## src/rtl/memtest_pkg.sv

```systemverilog
// Shared types, March C- element table and background helper for memtest_bist.
package memtest_pkg;

    typedef enum logic [2:0] {
        ST_IDLE,
        ST_WR,
        ST_RD_ISSUE,
        ST_RD_CHECK,
        ST_DONE
    } state_t;

    localparam logic [2:0] M0 = 3'd0;
    localparam logic [2:0] M1 = 3'd1;
    localparam logic [2:0] M2 = 3'd2;
    localparam logic [2:0] M3 = 3'd3;
    localparam logic [2:0] M4 = 3'd4;
    localparam logic [2:0] M5 = 3'd5;

    // rd: element reads first; wr: element writes after the (optional) read;
    // up: ascending address order; exp_inv / wr_inv: use ~B instead of B.
    typedef struct packed {
        logic rd;
        logic wr;
        logic up;
        logic exp_inv;
        logic wr_inv;
    } elem_op_t;

    // Indexed by element number; entries 6 and 7 are never reached.
    localparam elem_op_t ELEM_OPS [0:7] = '{
        '{rd: 1'b0, wr: 1'b1, up: 1'b1, exp_inv: 1'b0, wr_inv: 1'b0},  // M0: up, w B
        '{rd: 1'b1, wr: 1'b1, up: 1'b1, exp_inv: 1'b0, wr_inv: 1'b1},  // M1: up, r B, w ~B
        '{rd: 1'b1, wr: 1'b1, up: 1'b1, exp_inv: 1'b1, wr_inv: 1'b0},  // M2: up, r ~B, w B
        '{rd: 1'b1, wr: 1'b1, up: 1'b0, exp_inv: 1'b0, wr_inv: 1'b1},  // M3: down, r B, w ~B
        '{rd: 1'b1, wr: 1'b1, up: 1'b0, exp_inv: 1'b1, wr_inv: 1'b0},  // M4: down, r ~B, w B
        '{rd: 1'b1, wr: 1'b0, up: 1'b0, exp_inv: 1'b0, wr_inv: 1'b0},  // M5: down, r B
        '{rd: 1'b0, wr: 1'b0, up: 1'b1, exp_inv: 1'b0, wr_inv: 1'b0},
        '{rd: 1'b0, wr: 1'b0, up: 1'b1, exp_inv: 1'b0, wr_inv: 1'b0}
    };

    // Checkerboard base: bit i is i[0], i.e. ...1010b; callers truncate to word width.
    localparam logic [7:0] CHECKER_BASE = 8'hAA;

    // Data background for an address: solid zero or a checkerboard that flips on odd addresses.
    function automatic logic [7:0] background(input logic addr_lsb, input logic pattern,
                                              input logic invert);
        logic [7:0] b;
        b = pattern ? (CHECKER_BASE ^ {8{addr_lsb}}) : 8'h00;
        return invert ? ~b : b;
    endfunction

endpackage

```

## src/rtl/march_addr_gen.sv

```systemverilog
// Up/down March address counter with load, step and terminal-count flag.
module march_addr_gen #(
    parameter int ADDR_BITS = 4
) (
    input  logic                 clk,
    input  logic                 rst_n,
    input  logic                 load,
    input  logic                 load_up,
    input  logic                 step,
    output logic [ADDR_BITS-1:0] addr,
    output logic                 last
);

    localparam logic [ADDR_BITS-1:0] ADDR_MAX = '1;

    logic [ADDR_BITS-1:0] addr_q, addr_d;
    logic                 up_q, up_d;

    // Load picks direction and start address; step moves one address in the loaded direction.
    always_comb begin
        addr_d = addr_q;
        up_d   = up_q;
        if (load) begin
            up_d   = load_up;
            addr_d = load_up ? '0 : ADDR_MAX;
        end else if (step) begin
            addr_d = up_q ? (addr_q + ADDR_BITS'(1)) : (addr_q - ADDR_BITS'(1));
        end
    end

    // Counter registers.
    always_ff @(posedge clk or negedge rst_n) begin
        if (!rst_n) begin
            addr_q <= '0;
            up_q   <= 1'b1;
        end else begin
            addr_q <= addr_d;
            up_q   <= up_d;
        end
    end

    assign addr = addr_q;
    // Terminal count compares against the end address, so the counter never needs to wrap.
    assign last = up_q ? (addr_q == ADDR_MAX) : (addr_q == '0);

endmodule

```

## src/rtl/memtest_bist.sv

```systemverilog
// Memory test top: direct macro access in IDLE, March C- self-test engine otherwise.
module memtest_bist
    import memtest_pkg::*;
#(
    parameter int ADDR_BITS = 4,
    parameter int DATA_BITS = 4,
    parameter int ERR_BITS  = 8
) (
    input  logic                 clk,
    input  logic                 rst_n,
    input  logic                 start,
    input  logic                 abort,
    input  logic                 pattern,
    input  logic                 we,
    input  logic [ADDR_BITS-1:0] addr,
    input  logic [DATA_BITS-1:0] wdata,
    output logic [DATA_BITS-1:0] rdata,
    output logic                 mem_we,
    output logic [ADDR_BITS-1:0] mem_addr,
    output logic [DATA_BITS-1:0] mem_wdata,
    input  logic [DATA_BITS-1:0] mem_rdata,
    output logic                 busy,
    output logic                 done,
    output logic                 fail,
    output logic [ADDR_BITS-1:0] fail_addr,
    output logic [2:0]           fail_elem,
    output logic [ERR_BITS-1:0]  err_count
);

    state_t               state_q, state_d;
    logic [2:0]           elem_q, elem_d;
    logic                 pattern_q, pattern_d;
    logic                 fail_q, fail_d;
    logic [ADDR_BITS-1:0] fail_addr_q, fail_addr_d;
    logic [2:0]           fail_elem_q, fail_elem_d;
    logic [ERR_BITS-1:0]  err_count_q, err_count_d;

    logic                 ag_load, ag_load_up, ag_step, ag_last;
    logic [ADDR_BITS-1:0] ag_addr;
    logic [DATA_BITS-1:0] exp_word, wr_word;
    logic                 miscompare, elem_end;
    logic [2:0]           elem_next;

    march_addr_gen #(
        .ADDR_BITS(ADDR_BITS)
    ) u_addr_gen (
        .clk    (clk),
        .rst_n  (rst_n),
        .load   (ag_load),
        .load_up(ag_load_up),
        .step   (ag_step),
        .addr   (ag_addr),
        .last   (ag_last)
    );

    assign exp_word = DATA_BITS'(background(ag_addr[0], pattern_q, ELEM_OPS[elem_q].exp_inv));
    assign wr_word  = DATA_BITS'(background(ag_addr[0], pattern_q, ELEM_OPS[elem_q].wr_inv));

    // Next-state, March sequencing and miscompare bookkeeping.
    always_comb begin
        state_d     = state_q;
        elem_d      = elem_q;
        pattern_d   = pattern_q;
        fail_d      = fail_q;
        fail_addr_d = fail_addr_q;
        fail_elem_d = fail_elem_q;
        err_count_d = err_count_q;
        ag_load     = 1'b0;
        ag_load_up  = 1'b1;
        ag_step     = 1'b0;
        miscompare  = 1'b0;
        elem_end    = 1'b0;
        elem_next   = elem_q + 3'd1;

        case (state_q)
            ST_IDLE: begin
                if (start && !abort) begin
                    state_d     = ST_WR;
                    elem_d      = M0;
                    pattern_d   = pattern;
                    fail_d      = 1'b0;
                    fail_addr_d = '0;
                    fail_elem_d = '0;
                    err_count_d = '0;
                    ag_load     = 1'b1;
                    ag_load_up  = 1'b1;
                end
            end
            ST_WR: begin
                if (abort) begin
                    state_d = ST_IDLE;
                end else if (ag_last) begin
                    elem_end = 1'b1;
                end else begin
                    ag_step = 1'b1;
                    state_d = ELEM_OPS[elem_q].rd ? ST_RD_ISSUE : ST_WR;
                end
            end
            ST_RD_ISSUE: begin
                state_d = abort ? ST_IDLE : ST_RD_CHECK;
            end
            ST_RD_CHECK: begin
                miscompare = (mem_rdata != exp_word);
                if (abort) begin
                    state_d = ST_IDLE;
                end else if (ELEM_OPS[elem_q].wr) begin
                    state_d = ST_WR;
                end else if (ag_last) begin
                    elem_end = 1'b1;
                end else begin
                    ag_step = 1'b1;
                    state_d = ST_RD_ISSUE;
                end
            end
            ST_DONE: begin
                state_d = ST_IDLE;
            end
            default: begin
                state_d = ST_IDLE;
            end
        endcase

        if (elem_end) begin
            if (elem_q == M5) begin
                state_d = ST_DONE;
            end else begin
                elem_d     = elem_next;
                ag_load    = 1'b1;
                ag_load_up = ELEM_OPS[elem_next].up;
                state_d    = ELEM_OPS[elem_next].rd ? ST_RD_ISSUE : ST_WR;
            end
        end

        if (miscompare) begin
            if (err_count_q != '1) begin
                err_count_d = err_count_q + ERR_BITS'(1);
            end
            if (!fail_q) begin
                fail_d      = 1'b1;
                fail_addr_d = ag_addr;
                fail_elem_d = elem_q;
            end
        end
    end

    // Macro port mux: direct path in IDLE, engine drives it in every other state.
    always_comb begin
        mem_we    = 1'b0;
        mem_addr  = ag_addr;
        mem_wdata = wr_word;
        case (state_q)
            ST_IDLE: begin
                mem_we    = we;
                mem_addr  = addr;
                mem_wdata = wdata;
            end
            ST_WR: begin
                mem_we = 1'b1;
            end
            default: begin
                mem_we = 1'b0;
            end
        endcase
    end

    // State and status registers.
    always_ff @(posedge clk or negedge rst_n) begin
        if (!rst_n) begin
            state_q     <= ST_IDLE;
            elem_q      <= M0;
            pattern_q   <= 1'b0;
            fail_q      <= 1'b0;
            fail_addr_q <= '0;
            fail_elem_q <= '0;
            err_count_q <= '0;
        end else begin
            state_q     <= state_d;
            elem_q      <= elem_d;
            pattern_q   <= pattern_d;
            fail_q      <= fail_d;
            fail_addr_q <= fail_addr_d;
            fail_elem_q <= fail_elem_d;
            err_count_q <= err_count_d;
        end
    end

    assign rdata     = mem_rdata;
    assign busy      = (state_q == ST_WR) || (state_q == ST_RD_ISSUE) || (state_q == ST_RD_CHECK);
    assign done      = (state_q == ST_DONE);
    assign fail      = fail_q;
    assign fail_addr = fail_addr_q;
    assign fail_elem = fail_elem_q;
    assign err_count = err_count_q;

endmodule

```

## config.mk

```make
export PLATFORM = sky130hd
export DESIGN_NAME = memtest_bist
export DESIGN_NICKNAME = d
export VERILOG_FILES = /design/src/rtl/memtest_pkg.sv /design/src/rtl/march_addr_gen.sv /design/src/rtl/memtest_bist.sv
export SDC_FILE = /design/constraint.sdc
export NUM_CORES = 1
export LEC_CHECK = 0
export CAP_MARGIN = 20
export CORE_MARGIN = 3
export CORE_UTILIZATION = 50
export CTS_BUF_LIST = sky130_fd_sc_hd__clkbuf_8
export CTS_CLUSTER_DIAMETER = 50
export CTS_CLUSTER_SIZE = 12
export DETAILED_ROUTE_END_ITERATION = 10
export GPL_TIMING_DRIVEN = 0
export MAX_ROUTING_LAYER = met4
export PLACE_DENSITY = 0.81
export SYNTH_ARGS = -nofsm -noshare
export SYNTH_HDL_FRONTEND = slang
export SYNTH_SLANG_ARGS = --single-unit
```

## constraint.sdc

```tcl
create_clock -name clk -period 6.07 [get_ports clk]
set_input_delay 1.5175 -clock clk [delete_from_list [all_inputs] [get_ports clk]]
set_output_delay 1.5175 -clock clk [all_outputs]
set_load 0.02 [all_outputs]
```

==> results of run 1 <==
==> worst max path at each step <==
| stage | from | endpoint | slack [ps] | cells after the start |
|---|---|---|---|---|
| 2_1_floorplan | we | mem_we | 2550 | 2 |
| 3_3_place_gp | we | mem_we | 1790 | 4 |
| 3_5_place_dp | we | mem_we | 1790 | 4 |
| 4_1_cts | we | mem_we | 1790 | 4 |
| 5_1_grt | we | mem_we | 1750 | 4 |
| 6_report | we | mem_we | 1790 | 4 |
==> cell families (layout without fill, tap and decap cells) <==
group / after synthesis / after routing
adders and majority gates: 9 / 9
muxes: 11 / 11
AOI/OAI and AO/OA: 55 / 55
xor gates and xnor gates: 7 / 7
DFF: 28 / 28
and+or+nand+nor: 82 / 82
buffers and inverters: 21 / 74
==> final cells by class <==
type	count	area, sq um	share of cell area, %
tap	46	57.6	2.28
timing repair buffer	49	508	20.1
buffer	13	77.6	3.08
clock buffer	3	41.3	1.64
multi-input combinational	164	1070	42.6
sequential	28	702	27.8
inverter	8	30.0	1.19
clock inverter	1	30.0	1.19
==> report_power, final <==
group / switching, mW / total, mW / internal, mW
registers: 0.0554 / 0.286 / 0.230
logic: 0.281 / 0.539 / 0.258
clock network: 0.0588 / 0.147 / 0.0884
==> synthesized netlist by cell type (2+ instances only) <==
library cell | number | area, sq um
inv_1 | 8 | 30.0
nand2b_1 | 4 | 25.0
nor2b_1 | 3 | 18.8
or2_2 | 3 | 18.8
a211oi_1 | 3 | 22.5
xnor2_1 | 5 | 43.8
buf_4 | 5 | 37.5
nor3_1 | 4 | 20.0
clkbuf_1 | 5 | 18.8
and3_1 | 3 | 18.8
or3_1 | 2 | 12.5
o21a_1 | 7 | 52.6
o211ai_1 | 5 | 37.5
buf_2 | 2 | 10.0
mux2_2 | 5 | 56.3
o21ai_0 | 14 | 70.1
a21oi_1 | 9 | 45.0
xor2_1 | 2 | 17.5
nand3_1 | 9 | 45.0
mux2i_1 | 6 | 60.1
ha_1 | 8 | 100
a21o_1 | 5 | 37.5
dfrtp_1 | 27 | 676
nor2_1 | 10 | 37.5
nand2_1 | 34 | 128
a211o_1 | 2 | 17.5
and2_1 | 3 | 18.8
==> metal layers <==
metal  track usage [%]  vias to the layer above  wire length, microns
met4              7.59                        0                    46
met5                 -                        -                     0
met2              37.5                       58                  2260
li1                  -                      856                     -
met3              3.16                        4                   341
met1              28.1                      820                  2030
==> sequential cells by signal, summed over array words and instances, names as in the netlist <==
signal           cells
err_count            8
state_q              3
u_addr_gen.up_q      1
pattern_q            1
fail                 1
fail_addr            4
u_addr_gen.addr      4
elem_q               3
fail_elem            3
==> worst reg2reg max path, cell delays in order (launching register included) <==
cell       delay, ps
dfrtp_1          480
inv_1            130
ha_1             240
nand2b_1         180
a2111oi_1        700
nand3_2          240
nand2_1          200
o31ai_1          110
a22o_1           240
==> cell usage in the layout (no fill, tap or decap), drive strengths merged, types with 2 or more instances in the layout <==
cell type      count
clkdlybuf4s50     48
nand2             34
dfrtp             27
o21ai             15
nor2              11
nand3             10
a21oi              9
buf                9
inv                8
ha                 8
clkbuf             8
o21a               7
mux2i              6
o211ai             6
xnor2              5
a21o               5
mux2               5
nand2b             4
nor3               4
a211oi             4
or2                3
nor2b              3
and3               3
and2               3
xor2               2
or3                2
a211o              2
==> stage by stage <==
| step | setup WS [ps] | total power [mW] |
|---|---|---|
| floorplan | 2550 | 0.615 |
| global placement | 1790 | 0.812 |
| detailed placement | 1790 | 0.828 |
| CTS | 1790 | 0.977 |
| global route | 1750 | 1.04 |
| finish | 1790 | 0.972 |
==> results.yml, run 1 <==
detailed_routing:
  routed_wl_microns: 4680
  drtPass1Iterations: 4
  antenna_left: 0
  remaining_drc_errors: 0
  drt_iter0_drc: 117
  wire_per_inst_microns: 15.0
  vias_per_cell: 5.57
  vias: 1738
placed_design:
  place_area_sq_um: 2450
  gp_routability_congestion: 0.871
  dpl.hpwl_microns: 3590
  io_buffers: 48
  dp.cells: 308
cells_and_area:
  nets: 294
  syn2layout_area_growth_pct: 33.8
  num_antenna_cells: 0
  fillers: 280
  final_area_sq_um: 2520
  layout.cells.non_filler: 312
  drive_gt1_share_pct: 9.77
  final_util_pct: 72.7
clocking:
  postCtsHoldBufs: 0
  ctsResizeCount: 0
  root_buffer: "clkbuf_8"
  numCtsBuffers: 3
  post_cts_buffers: 0
  numClockSinks: 28
  cts_tree: "built"
  clock_latency_ps: 280
  clk_pin_slew_worst_paths_ps: 100
  htreeDepth: 1
  cts.path.max_buffers: 2
logic_synthesis:
  synth_compound_area_share_pct: 20.2
  synthXorXnorAreaFrac_pct: 3.25
  synth_top_family_by_area: "simple AND/OR/NAND/NOR gates"
  ys_ff_latch: 28
  synth_fa_ha_area_share_pct: 6.37
  synthFlopType: "dfrtp_1"
  syn_avg_cell_area_sq_um: 8.85
  netlist_area_sq_um: 1880
  synthDistinctLibCells: 47
  synth_warnings: 0
  yosysSeqAreaShare_pct: 37.3
  syn-num-nets: 240
  synth_cells: 213
  synth-edff-count: 0
  synth_simple_gate_area_share_pct: 21.0
  async_flop_share_pct: 100
  synthMuxAreaShare_pct: 6.18
flow_run:
  cap_violations: 0
critical_path:
  r2r_slack_ps: 3450
  worstPathRequired_ps: 4550
  critPathArrivalTime_ps: 2760
  r2r_start: "elem_q[0]$_DFF_PN0_"
  startpoint_type: "input port"
  rr_worst_depth: 8
  r2r_end: "u_addr_gen.addr[3]$_DFFE_PN0P_"
  cp_max_fo: 1
  critical_path_buf_inv_count: 2
  critPathTopFamily: "buffers and inverters"
  slowest_stage: "clkdlybuf4s50_1"
  cp_common_cell: "clkdlybuf4s50_1"
  crit_type: "input port to output pin"
  critPathMaxStageDelay_ps: 630
  cp-end-kind: "output pin"
  path_cells: "clkdlybuf4s50_1 > nor2_1 > nor3_1 > clkdlybuf4s50_1"
timing:
  fin_tns_setup_ps: 0
  worstMarginPinSlew_ps: 704
  final.period_utilization_pct: 70.5
  slew_headroom_pct: 52.9
  min_period_ps: 4280
  finalSetupViolCount: 0
  skew_ps: 3.44
  holdWs_ps: 509
  max_freq_ghz: 0.234
  final-hold-violation-count: 0
  drv_slew: 0
  rsz0062_at_grt: "false"
global_route:
  grt_pass1_vias: 1632
  grt_max_degree: 19
  grt_first_pass_wirelength_microns: 7440
  grtUsageTotal_pct: 22.5
  antenna_found_initial: 0
  overflow: 0
floorplanning:
  dieArea_sq_um: 4540
  start_util_pct: 54.3
  core_sq_um: 3470
  die_x_microns: 67.4
  die_height_microns: 67.4
  ios: 49
  rows: 21
worst_hold_path:
  hold_start: "pattern_q$_DFFE_PN0P_"
  hold_path_class: "flip-flop to flip-flop"
  hold_depth: 2
  min_to: "pattern_q$_DFFE_PN0P_"
status:
  status: "complete, no violations"
power_and_ir_drop:
  powerDensity_nw_per_um2: 385
  power.leakage_nw: 1.07
  vdd_drop_max_uv: 224
No activity file was read; power rests on OpenSTA's default activity.
==> run 2, diff against run 1 <==
- clock period: 6.07 -> 4.4 ns (I/O delays scaled with it)
==> results of run 2 <==
The final DEF is identical to that of run 1. Status: complete, no violations.
Main changes from that run: setup slack after placement 1790 ps -> 957 ps; setup slack after layout 1790 ps -> 820 ps; start point of the critical path we -> state_q[2]$_DFFE_PN0P_; end point of the critical path mem_we -> mem_addr[1]; register-to-register setup slack 3450 ps -> 1780 ps; total power 0.972 mW -> 1.34 mW; worst IR drop on VDD 224 uV -> 309 uV
==> run 3, diff against run 2 <==
- clock period: 4.4 -> 3.3 ns (I/O delays scaled with it)
==> results.yml, run 3 (synthesis gave the netlist of run 1 again) <==
status:
  status: "complete, no violations"
timing:
  fin_tns_setup_ps: 0
  final-hold-violation-count: 0
  finalSetupViolCount: 0
  skew_ps: 4.50
  slew_headroom_pct: 51.2
  worstMarginPinSlew_ps: 730
  min_period_ps: 3210
  max_freq_ghz: 0.312
  final.period_utilization_pct: 97.2
  rsz0062_at_grt: "false"
  drv_slew: 0
floorplanning:
  ios: 49
  start_util_pct: 54.3
  rows: 21
  dieArea_sq_um: 4540
  die_height_microns: 67.4
  die_x_microns: 67.4
  core_sq_um: 3470
clocking:
  cts.path.max_buffers: 2
  post_cts_buffers: 0
  root_buffer: "clkbuf_8"
  ctsResizeCount: 0
  numCtsBuffers: 3
  htreeDepth: 1
  cts_tree: "built"
  clock_latency_ps: 280
  numClockSinks: 28
  clk_pin_slew_worst_paths_ps: 100
  postCtsHoldBufs: 0
placed_design:
  dpl.hpwl_microns: 3590
  io_buffers: 48
  gp_routability_congestion: 0.871
  place_area_sq_um: 2450
critical_path:
  critPathArrivalTime_ps: 2380
  crit_type: "flip-flop to output pin"
  startpoint_type: "flip-flop"
  cp-end-kind: "output pin"
  cp_max_fo: 11
  worstPathRequired_ps: 2470
power_and_ir_drop:
  powerDensity_nw_per_um2: 709
  vdd_drop_max_uv: 409
  power.leakage_nw: 1.07
detailed_routing:
  wl_met2_microns: 2280
  wire_per_inst_microns: 15.0
  vias_per_cell: 5.59
  remaining_drc_errors: 0
  drt_iter0_drc: 107
  wl_met1_microns: 2050
  highest_layer: "met4"
  wl_met3_microns: 287
  antenna_left: 0
  vias: 1737
  drtPass1Iterations: 4
  routed_wl_microns: 4670
global_route:
  grtUsageTotal_pct: 22.6
  antenna_found_initial: 0
  grt_pass1_vias: 1627
  overflow: 0
  grt_first_pass_wirelength_microns: 7450
  grt_max_degree: 19
cells_and_area:
  num_antenna_cells: 0
  largest_reg_flops: 8
  final_area_sq_um: 2520
  fillers: 280
  final_cell_mix: "clkdlybuf4s50_1 (48), nand2_1 (34), dfrtp_1 (27)"
  syn2layout_area_growth_pct: 33.6
  nets: 293
  final_common_cell: "clkdlybuf4s50_1"
  drive_gt1_share_pct: 9.81
worst_hold_path:
  hold_path_class: "flip-flop to flip-flop"
flow_run:
  cap_violations: 0
==> run 3: metal layers <==
layer / GRT usage [%] / up-vias
met5: - / -
met4: 7.59 / 0
met3: 3.16 / 4
met2: 37.4 / 48
met1: 28.5 / 830
li1: - / 855
==> run 3: metrics by stage <==
| stage | std cells | total power [mW] | hold WS (ps) | util, % | worst slack (ps) |
|---|---|---|---|---|---|
| 6_report | 311 | 1.78 | 509 | 72.6 | 93.0 |
| 5_1_grt | 311 | 1.90 | 528 | 72.6 | 1.64 |
| 4_1_cts | 311 | 1.79 | 507 | 72.6 | 85.0 |
| 3_5_place_dp | 308 | 1.52 | 483 | 70.6 | 328 |
| 3_3_place_gp | 307 | 1.49 | 477 | 69.8 | 357 |
| 2_1_floorplan | 213 | 1.13 | 460 | - | 1030 |
==> run 3: report_power, final <==
group	switching, mW	internal [mW]	leakage [nW]	total (mW)
sequential	0.101	0.424	0.372	0.525
combinational	0.516	0.471	0.663	0.987
clock	0.109	0.163	0.0357	0.272
==> run 3: critical path, cell delays in order (launching register included) <==
cell and delay, ps:
dfrtp_1 380, clkbuf_1 190, or3_1 630, mux2_2 310, clkdlybuf4s50_1 600
==> run 3: cell type report <==
class / instances / area (sq um) / area share (%)
plain buffers: 12 / 73.8 / 2.93
clock buffers: 3 / 41.3 / 1.64
clock inverters: 1 / 30.0 / 1.19
inverters: 8 / 30.0 / 1.19
multi-input cells: 164 / 1070 / 42.7
flip-flops and latches: 28 / 702 / 27.9
well taps: 46 / 57.6 / 2.29
repair buffers: 49 / 508 / 20.2
==> run 3: worst paths after layout <==
kind | start | to | slack (ps) | cells past startpoint
worst min register to register | pattern_q$_DFFE_PN0P_ | pattern_q$_DFFE_PN0P_ | 510 | 2
worst max-delay path | state_q[2]$_DFFE_PN0P_ | mem_addr[1] | 90 | 4
worst min-delay path | pattern_q$_DFFE_PN0P_ | pattern_q$_DFFE_PN0P_ | 510 | 2
worst max register to register | elem_q[0]$_DFF_PN0_ | u_addr_gen.addr[3]$_DFFE_PN0P_ | 650 | 8
min in group asynchronous | rst_n | u_addr_gen.addr[0]$_DFFE_PN0P_ | 920 | 1
max in group asynchronous | rst_n | err_count[5]$_DFF_PN0_ | 1890 | 2
